--- config.mk ---
export PLATFORM = sky130hd
export DESIGN_NAME = button_conditioner
export DESIGN_NICKNAME = d
export VERILOG_FILES = /design/src/rtl/button_conditioner_pkg.sv /design/src/rtl/button_conditioner_channel.sv /design/src/rtl/button_conditioner.sv
export SDC_FILE = /design/constraint.sdc
export NUM_CORES = 1
export LEC_CHECK = 0
export ABC_AREA = 0
export CELL_PAD_IN_SITES_DETAIL_PLACEMENT = 1
export CELL_PAD_IN_SITES_GLOBAL_PLACEMENT = 1
export CORE_MARGIN = 5
export CORE_UTILIZATION = 45
export CTS_CLUSTER_SIZE = 16
export DETAILED_ROUTE_END_ITERATION = 16
export PLACE_DENSITY = 0.75
export SLEW_MARGIN = 0
export SYNTH_ARGS = -nofsm -noshare
export SYNTH_HDL_FRONTEND = slang
export SYNTH_HIERARCHICAL = 1
export SYNTH_SLANG_ARGS = --single-unit
export TNS_END_PERCENT = 5
--- constraint.sdc ---
create_clock -name CLK -period 2.8 [get_ports CLK]
set_clock_uncertainty 0.2 [all_clocks]
set_input_delay 0.56 -clock CLK [delete_from_list [all_inputs] [get_ports CLK]]
set_output_delay 0.56 -clock CLK [all_outputs]
set_load 0.02 [all_outputs]
--- src/rtl/button_conditioner_pkg.sv ---
// rtl/button_conditioner_pkg.sv - shared channel state, channel count and counter sizing
package button_conditioner_pkg;

    localparam int NUM_BTNS = 7;

    typedef enum logic [1:0] {
        ST_IDLE    = 2'd0,
        ST_PRESSED = 2'd1,
        ST_REPEAT  = 2'd2
    } chan_state_e;

    // Wide enough to hold the largest of the three timing parameters, plus a spare bit.
    function automatic int cnt_width(input int a, input int b, input int c);
        int m;
        m = a;
        if (b > m) m = b;
        if (c > m) m = c;
        return $clog2(m) + 1;
    endfunction

endpackage

--- src/rtl/button_conditioner_channel.sv ---
// rtl/button_conditioner_channel.sv - one button: 2-flop sync, debouncer and press/repeat FSM
module btn_channel
    import button_conditioner_pkg::*;
#(
    parameter int DEBOUNCE_CYCLES = 1000000,
    parameter int REPEAT_DELAY    = 50000000,
    parameter int REPEAT_RATE     = 10000000,
    parameter bit REPEAT_EN       = 1'b1
) (
    input  logic CLK,
    input  logic RST,
    input  logic raw_i,
    output logic pulse_o,
    output logic pulse_nxt_o,
    output logic level_o
);

    localparam int CW = cnt_width(DEBOUNCE_CYCLES, REPEAT_DELAY, REPEAT_RATE);
    localparam logic [CW-1:0] DB_MAX    = CW'(DEBOUNCE_CYCLES);
    localparam logic [CW-1:0] DELAY_END = CW'(REPEAT_DELAY - 1);
    localparam logic [CW-1:0] RATE_END  = CW'(REPEAT_RATE - 1);

    logic [1:0]    sync_q,    sync_d;
    logic [CW-1:0] db_cnt_q,  db_cnt_d;
    logic [CW-1:0] rpt_cnt_q, rpt_cnt_d;
    logic          level_q,   level_d;
    logic          pulse_q,   pulse_d;
    chan_state_e   state_q,   state_d;

    always_comb begin
        sync_d = {sync_q[0], raw_i};

        level_d  = level_q;
        db_cnt_d = '0;
        if (db_cnt_q == DB_MAX) begin
            level_d  = ~level_q;
        end else if (sync_q[1] != level_q) begin
            db_cnt_d = db_cnt_q + 1'b1;
        end
    end

    // FSM looks at the next level so the press pulse lands with the level rise
    // and a release always wins over a repeat that would fall on the same edge.
    always_comb begin
        state_d   = state_q;
        rpt_cnt_d = rpt_cnt_q;
        pulse_d   = 1'b0;
        case (state_q)
            ST_IDLE: begin
                rpt_cnt_d = '0;
                if (level_d && !level_q) begin
                    state_d = ST_PRESSED;
                    pulse_d = 1'b1;
                end
            end
            ST_PRESSED: begin
                if (!level_d) begin
                    state_d   = ST_IDLE;
                    rpt_cnt_d = '0;
                end else if (REPEAT_EN && rpt_cnt_q >= DELAY_END && !pulse_q) begin
                    state_d   = ST_REPEAT;
                    pulse_d   = 1'b1;
                    rpt_cnt_d = '0;
                end else if (REPEAT_EN) begin
                    rpt_cnt_d = rpt_cnt_q + 1'b1;
                end
            end
            ST_REPEAT: begin
                if (!level_d) begin
                    state_d   = ST_IDLE;
                    rpt_cnt_d = '0;
                end else if (rpt_cnt_q >= RATE_END && !pulse_q) begin
                    pulse_d   = 1'b1;
                    rpt_cnt_d = '0;
                end else begin
                    rpt_cnt_d = rpt_cnt_q + 1'b1;
                end
            end
            default: begin
                state_d   = ST_IDLE;
                rpt_cnt_d = '0;
            end
        endcase
    end

    always_ff @(posedge CLK) begin
        if (RST) begin
            sync_q    <= '0;
            db_cnt_q  <= '0;
            rpt_cnt_q <= '0;
            level_q   <= 1'b0;
            pulse_q   <= 1'b0;
            state_q   <= ST_IDLE;
        end else begin
            sync_q    <= sync_d;
            db_cnt_q  <= db_cnt_d;
            rpt_cnt_q <= rpt_cnt_d;
            level_q   <= level_d;
            pulse_q   <= pulse_d;
            state_q   <= state_d;
        end
    end

    assign pulse_o     = pulse_q;
    assign pulse_nxt_o = pulse_d;
    assign level_o     = level_q;

endmodule

--- src/rtl/button_conditioner.sv ---
// rtl/button_conditioner.sv - seven independent debounced buttons with press pulse and auto-repeat
module button_conditioner
    import button_conditioner_pkg::*;
#(
    parameter int                    DEBOUNCE_CYCLES = 1000000,
    parameter int                    REPEAT_DELAY    = 50000000,
    parameter int                    REPEAT_RATE     = 10000000,
    parameter logic [NUM_BTNS-1:0]   REPEAT_MASK     = 7'b0000111
) (
    input  logic                CLK,
    input  logic                RST,
    input  logic [NUM_BTNS-1:0] btnRaw,
    output logic [NUM_BTNS-1:0] btnPulse,
    output logic [NUM_BTNS-1:0] btnLevel,
    output logic                anyPress
);

    logic [NUM_BTNS-1:0] pulse_nxt;
    logic                any_press_q, any_press_d;

    for (genvar i = 0; i < NUM_BTNS; i++) begin : g_chan
        btn_channel #(
            .DEBOUNCE_CYCLES (DEBOUNCE_CYCLES),
            .REPEAT_DELAY    (REPEAT_DELAY),
            .REPEAT_RATE     (REPEAT_RATE),
            .REPEAT_EN       (REPEAT_MASK[i])
        ) u_chan (
            .CLK         (CLK),
            .RST         (RST),
            .raw_i       (btnRaw[i]),
            .pulse_o     (btnPulse[i]),
            .pulse_nxt_o (pulse_nxt[i]),
            .level_o     (btnLevel[i])
        );
    end

    // Registered from the channels' next-pulse terms so it lines up with btnPulse.
    always_comb begin
        any_press_d = |pulse_nxt;
    end

    always_ff @(posedge CLK) begin
        if (RST) begin
            any_press_q <= 1'b0;
        end else begin
            any_press_q <= any_press_d;
        end
    end

    assign anyPress = any_press_q;

endmodule

=== After elaboration in Yosys (flattened, before gate mapping) ===
Cells that the tools add are included.

* Bitwise gates (word level): 14
* Eq/ne operators: 49
* Add/subtract/negate cells: 14
* $lt $le $gt $ge: 10
* Reductions and logical operators: 57
* Mux-type cells: 99

{| class="wikitable"
|+ Operator list
! operator !! count
|-
| $mux W27 || 24
|-
| $add A27 B1 Y27 const B || 14
|-
| $pmux W27 S2 || 7
|-
| $eq A27 B20 Y1 const B || 7
|-
| $ge A27 B24 Y1 const B || 7
|-
| $ge A27 B26 Y1 const B || 3
|-
| $mux W2 || 20
|-
| $mux W1 || 34
|-
| $ne A2 B2 Y1 const B || 11
|-
| $reduce_or A3 Y1 || 7
|-
| $pmux W2 S3 || 3
|-
| $logic_and A1 B1 Y1 || 17
|-
| $pmux W2 S2 || 4
|-
| $eq A2 B1 Y1 const B || 7
|-
| $eq A2 B2 Y1 const B || 7
|-
| $logic_not A1 Y1 || 14
|-
| $logic_not A2 Y1 || 7
|-
| $ne A2 B1 Y1 const B || 7
|-
| $not A1 Y1 || 14
|-
| $ne A3 B3 Y1 const B || 3
|-
| $pmux W1 S3 || 3
|-
| $reduce_and A3 Y1 || 3
|-
| $pmux W1 S2 || 4
|-
| $reduce_and A2 Y1 || 4
|-
| 3 further kinds || 12
|}

* Bits in registers: 421
* Word-level logic and storage cells: 286
* Input port bits: 9
* Output and inout port bits: 15

=== Depth between registers and ports, before layout ===
* Depth after elaboration: 6
* Depth in mapped cells: 11
* Gate-level depth less buffers: 11

=== Modules after synthesis ===
The synthesis kept the hierarchy.

{| class="wikitable"
|+ Modules (own cells, without submodules)
! module !! area each (sq um) !! seq. area each (sq um) !! times used !! cells each
|-
| btn_channel (g_chan[0].u_chan ...) || 3,334.4 || 1,201.2 || 3 || 363
|-
| btn_channel (g_chan[3].u_chan ...) || 1,540.2 || 640.6 || 3 || 167
|-
| btn_channel (g_chan[6].u_chan) || 1,490.2 || 640.6 || 1 || 164
|-
| button_conditioner || 42.5 || 20.0 || 1 || 4
|}

=== Least setup slack after synthesis ===
No wires, ideal clock.

* Kind: flip-flop to flip-flop
* Start: register g_chan[0].u_chan.db_cnt_q[0]
* End: register g_chan[0].u_chan.rpt_cnt_q[10]
* Required time: 2.520 ns
* Path slack: 0.015 ns
* Cell stages (with the launch flop): 11
* Arrival: 2.505 ns
* Period minus slack after synthesis: 2.785 ns
* Library setup time: 0.080 ns
* Buffers on the path: 2
* Cell sequence: dfxtp_1 -> inv_1 -> ha_1 -> nor4b_1 -> nand4_1 -> nor3_1 -> ha_1 -> or3b_2 -> buf_4 -> dlygate4sd1_1 -> a211oi_2

* Cells in the longest elaborated chain, start to end: 4
* Elaborated cells between the ends (all ways): 5
* Classes of those cells: eq/ne (1); mux (4)

{| class="wikitable"
|+ RTL lines
! what !! RTL line !! source
|-
| start: declaration || button_conditioner_channel.sv:24 || <nowiki>logic [CW-1:0] db_cnt_q, db_cnt_d;</nowiki>
|-
| start signal: assignment || button_conditioner_channel.sv:96 || <nowiki>db_cnt_q <= db_cnt_d;</nowiki>
|-
| $eq A27 B20 Y1 * || button_conditioner_channel.sv:35 || <nowiki>if (db_cnt_q == DB_MAX) begin</nowiki>
|-
| $mux W1 * || button_conditioner_channel.sv:35 ||
|-
| $mux W27, on equally long branches || button_conditioner_channel.sv:69, button_conditioner_channel.sv:57 ||
|-
| $pmux W27 S2 * || button_conditioner_channel.sv:48 || <nowiki>case (state_q)</nowiki>
|-
| end signal: assignment || button_conditioner_channel.sv:97 || <nowiki>rpt_cnt_q <= rpt_cnt_d;</nowiki>
|-
| end: declaration || button_conditioner_channel.sv:25 || <nowiki>logic [CW-1:0] rpt_cnt_q, rpt_cnt_d;</nowiki>
|}

Every way passes the cells marked *; elsewhere a longest branch is shown, timed or not.
A chain may end at the register's enable or synchronous reset.

=== Worst setup path in the final report ===
* Start: register g_chan[1].u_chan.db_cnt_q[1]
* End: register g_chan[1].u_chan.rpt_cnt_q[1]

* Cells in the longest elaborated chain, start to end: 4
* Elaborated cells between the ends (all ways): 5
* Classes of those cells: eq/ne (1); mux (4)

{| class="wikitable"
|+ RTL lines
! what !! RTL line
|-
| start: declaration || button_conditioner_channel.sv:24
|-
| start signal: assignment || button_conditioner_channel.sv:96
|-
| $eq A27 B20 Y1 * || button_conditioner_channel.sv:35
|-
| $mux W1 * || button_conditioner_channel.sv:35
|-
| $mux W27, on equally long branches || button_conditioner_channel.sv:69, button_conditioner_channel.sv:57
|-
| $pmux W27 S2 * || button_conditioner_channel.sv:48
|-
| end signal: assignment || button_conditioner_channel.sv:97
|-
| end: declaration || button_conditioner_channel.sv:25
|}

Marks and branches as above.

==> impl_metrics.csv <==
group,metric,value,unit
placed_design,dpl.hpwl,25.6,mm
global_route,grt_util_met1,24.0,%
global_route,grt_usage,19.1,%
die,die_area,39800,um^2
drt,drt-initial-drc-count,503,
pwr,p_sw_share,21.1,%
pwr,power_per_cell_area,511,nW/um^2
timing,setup_viol,0,
setup_path,worstReg2RegStart,"g_chan[1].u_chan/db_cnt_q[1]",
pwr,intPower,0.00724,W
timing,relSlewSlack,22.4,%
logic_synthesis,synth_cell_type_count,64,
setup_path,crit_arrival,2.89,ns
global_route,grt-busiest-layer,"met2",
pwr,power_frac_seq,48.2,%
timing,fin_crit_sh,94.9,%
logic_synthesis,synth-edff-count,0,
timing,clock.fmax,376,MHz
logic_synthesis,seq_area_frac_synth,38.3,%
min_path,holdCritStartpoint,"g_chan[4].u_chan/sync_q[0]",
setup_path,cp-end-kind,"flip-flop",
pwr,pwr-share-comb,0.9,%
drt,wl_per_cell,16.6,um
global_route,grt_pass1_vias,13516,
pwr,ir_drop,499,uV
timing,finalCriticalPeriod,2.66,ns
setup_path,path_class,"reg2reg",
cts,clk_pin_slew,0.06,ns
die,start_util,45.5,%
timing,rsz0062_at_grt,"true",
logic_synthesis,synthTopCellsByArea,"dfxtp_1 (38%), xor2_1 (6.2%), xnor2_1 (5.3%)",
cts,clkLatencyLatePin,0.53,ns
global_route,grtUsageMet2,34.0,%
global_route,antenna_found_initial,0,
job,drv_cap,0,
setup_path,crit_top_cell,"ha_1",
logic_synthesis,yosys_warnings,6,
logic_synthesis,yosys.area.top_type,"dfxtp_1",
die,rows,69,
logic_synthesis,synth_ff_type,"dfxtp_1",
layout,final_common_cell,"dfxtp_1",
drt,drc,0,
logic_synthesis,ys_ff_latch,309,
cts,cts_hold_buf,0,
layout,area_growth_syn_to_layout,11.0,%
setup_path,worstPathRequired,3.03,ns
layout,antenna_cells,0,
min_path,hp-class,"reg2reg",
cts,cts_buffer_depth,3,
logic_synthesis,syn_avg_cell_area,9.19,um^2
setup_path,cp-start-kind,"flip-flop",
drt,vias,12936,
layout,final_cell_mix,"dfxtp_1 (309), nor2_1 (213), xor2_1 (114)",
die,die_h,199,um
cts,cts_max_level,2,
global_route,grt_max_degree,29,
logic_synthesis,synthArstFlopShare,0,%
cts,cts_tree,"yes",
pwr,leakagePower,5.50,nW
cts,postCtsSetupBuffers,0,
cts,cts_buffers,37,
global_route,grt_pass1_wl,65.3,mm
pwr,p_clk_share,50.9,%
pwr,p_sw,0.00193,W
outcome,run_status,"complete, no violations",
drt,firstDrtPassIters,4,
logic_synthesis,synth_fp_nets,1803,
global_route,met3_usage,2.83,%
setup_path,crit_chain,"inv_1 -> ha_1 -> nor4b_2 -> nand4_1 -> nor3_2 -> ha_1 -> or3b_2 -> buf_12 -> a211oi_1",
placed_design,portBuffers,23,
placed_design,gp_congestion,0.787,
die,die_x,199,um
cts,root_buffer,"clkbuf_16",
setup_path,path_max_fanout,28,
layout,layout.nets,1830,
timing,final.setup.tns,0,ns
global_route,grt-ovfl-total,0,
logic_synthesis,yosysTopAreaCellShare,38.3,%
layout,final_util,50.5,%
drt,viasPerCell,5.69,
drt,routed_wl,37.8,mm
setup_path,critPathSlowestCell,"or3b_2",
logic_synthesis,synth_area,16200,um^2
setup_path,crit_start,"g_chan[1].u_chan/db_cnt_q[1]",
logic_synthesis,postSynthCellCount,1758,
timing,slew_viol_final,0,
placed_design,post-place-cells,2207,
drt,antenna_left,0,
timing,hold_viol_final,0,
timing,tightest_slew,1.16,ns
layout,drive_gt1_share,14.1,%
layout,layoutNonFillerInstCount,2272,
cts,clock-sinks,309,
die,io_pins,24,
setup_path,cp_slowest_stage_delay,0.52,ns
die,core,35500,um^2
==> critical path: cells and delay by family, from the launching register on <==
family | cells | cell delay, ns
simple gates | 4 | 1.06
buf+inv | 2 | 0.26
fa+ha+maj | 2 | 0.46
compound gates | 1 | 0.23
flops | 1 | 0.33
==> flip-flops by register name (all words and copies together), names as in the netlist <==
name	flops
anyPress	1
g_chan.u_chan/db_cnt_q	189
g_chan.u_chan/level_o	7
g_chan.u_chan/pulse_o	7
g_chan.u_chan/rpt_cnt_q	81
g_chan.u_chan/state_q	10
g_chan.u_chan/sync_q	14
==> layout make-up <==
| class | instances | area [um^2] |
|---|---|---|
| repair buffers | 65 | 578 |
| flip-flops and latches | 309 | 6190 |
| inverters | 65 | 244 |
| multi-input cells | 1307 | 9160 |
| clock inverters | 12 | 96.3 |
| clock buffers | 53 | 1090 |
| fillers | 4056 | 17600 |
| well taps | 461 | 577 |
==> routing by layer <==
| metal | vias to the layer above | routed length [um] |
|---|---|---|
| met5 | - | 0 |
| met2 | 122 | 18700 |
| met1 | 6335 | 17300 |
| li1 | 6419 | - |
| met3 | 60 | 969 |
| met4 | 0 | 859 |
==> final timing paths <==
path,end,slack (ns),cells after the start
max,g_chan[1].u_chan/rpt_cnt_q[1],0.14,9
min,g_chan[4].u_chan/sync_q[1],0.24,1
max reg2reg,g_chan[1].u_chan/rpt_cnt_q[1],0.14,9
min reg2reg,g_chan[4].u_chan/sync_q[1],0.24,1
==> cells by family (layout without fill, tap and decap cells) <==
group | count (synthesis) | after routing | share of synthesized area (%)
compound gates | 249 | 249 | 13.2
fa+ha+maj | 36 | 36 | 2.79
buf+inv | 142 | 195 | 5.33
flops | 309 | 309 | 38.3
mux | 3 | 3 | 0.186
xor+xnor | 212 | 212 | 11.5
simple gates | 807 | 807 | 28.7
==> repair_timing <==
item                       CTS  global route
gates resized for setup      4             6
gates cloned                 0             0
pin swaps                    0             2
setup endpoints to repair   40            73
==> synth_stat cells (all sizes together), types with 36 or more instances <==
| master | n |
|---|---|
| a211oi | 90 |
| xor2 | 114 |
| a21oi | 58 |
| nand3 | 117 |
| nor4 | 45 |
| dfxtp | 309 |
| xnor2 | 98 |
| nor3 | 37 |
| nand2 | 90 |
| and4 | 48 |
| inv | 65 |
| nand4 | 88 |
| ha | 36 |
| nor2 | 213 |
| buf | 52 |
==> power by group through the flow <==
| stage | combinational, W | sequential (W) | clock, W |
|---|---|---|---|
| after floorplan | 0.0000449 | 0.00451 | 0 |
| after global placement | 0.0000825 | 0.00451 | 0 |
| after detailed placement | 0.0000843 | 0.00451 | 0 |
| after CTS | 0.0000853 | 0.00442 | 0.00482 |
| after global routing | 0.0000927 | 0.00441 | 0.00500 |
| final | 0.0000832 | 0.00442 | 0.00467 |
==> stage by stage <==
step	total power, W	cell area [um^2]	hold slack [ns]	worst slack (ns)
after detailed placement	0.00460	16700	0.230	-0.0888
after CTS	0.00932	17900	0.243	0.00435
after global routing	0.00951	17900	0.262	-0.0629
after floorplan	0.00456	16200	0.214	0.0152
after global placement	0.00459	16700	0.222	0.00176
final	0.00917	17900	0.239	0.143
Power figures use the tool's default switching activity.
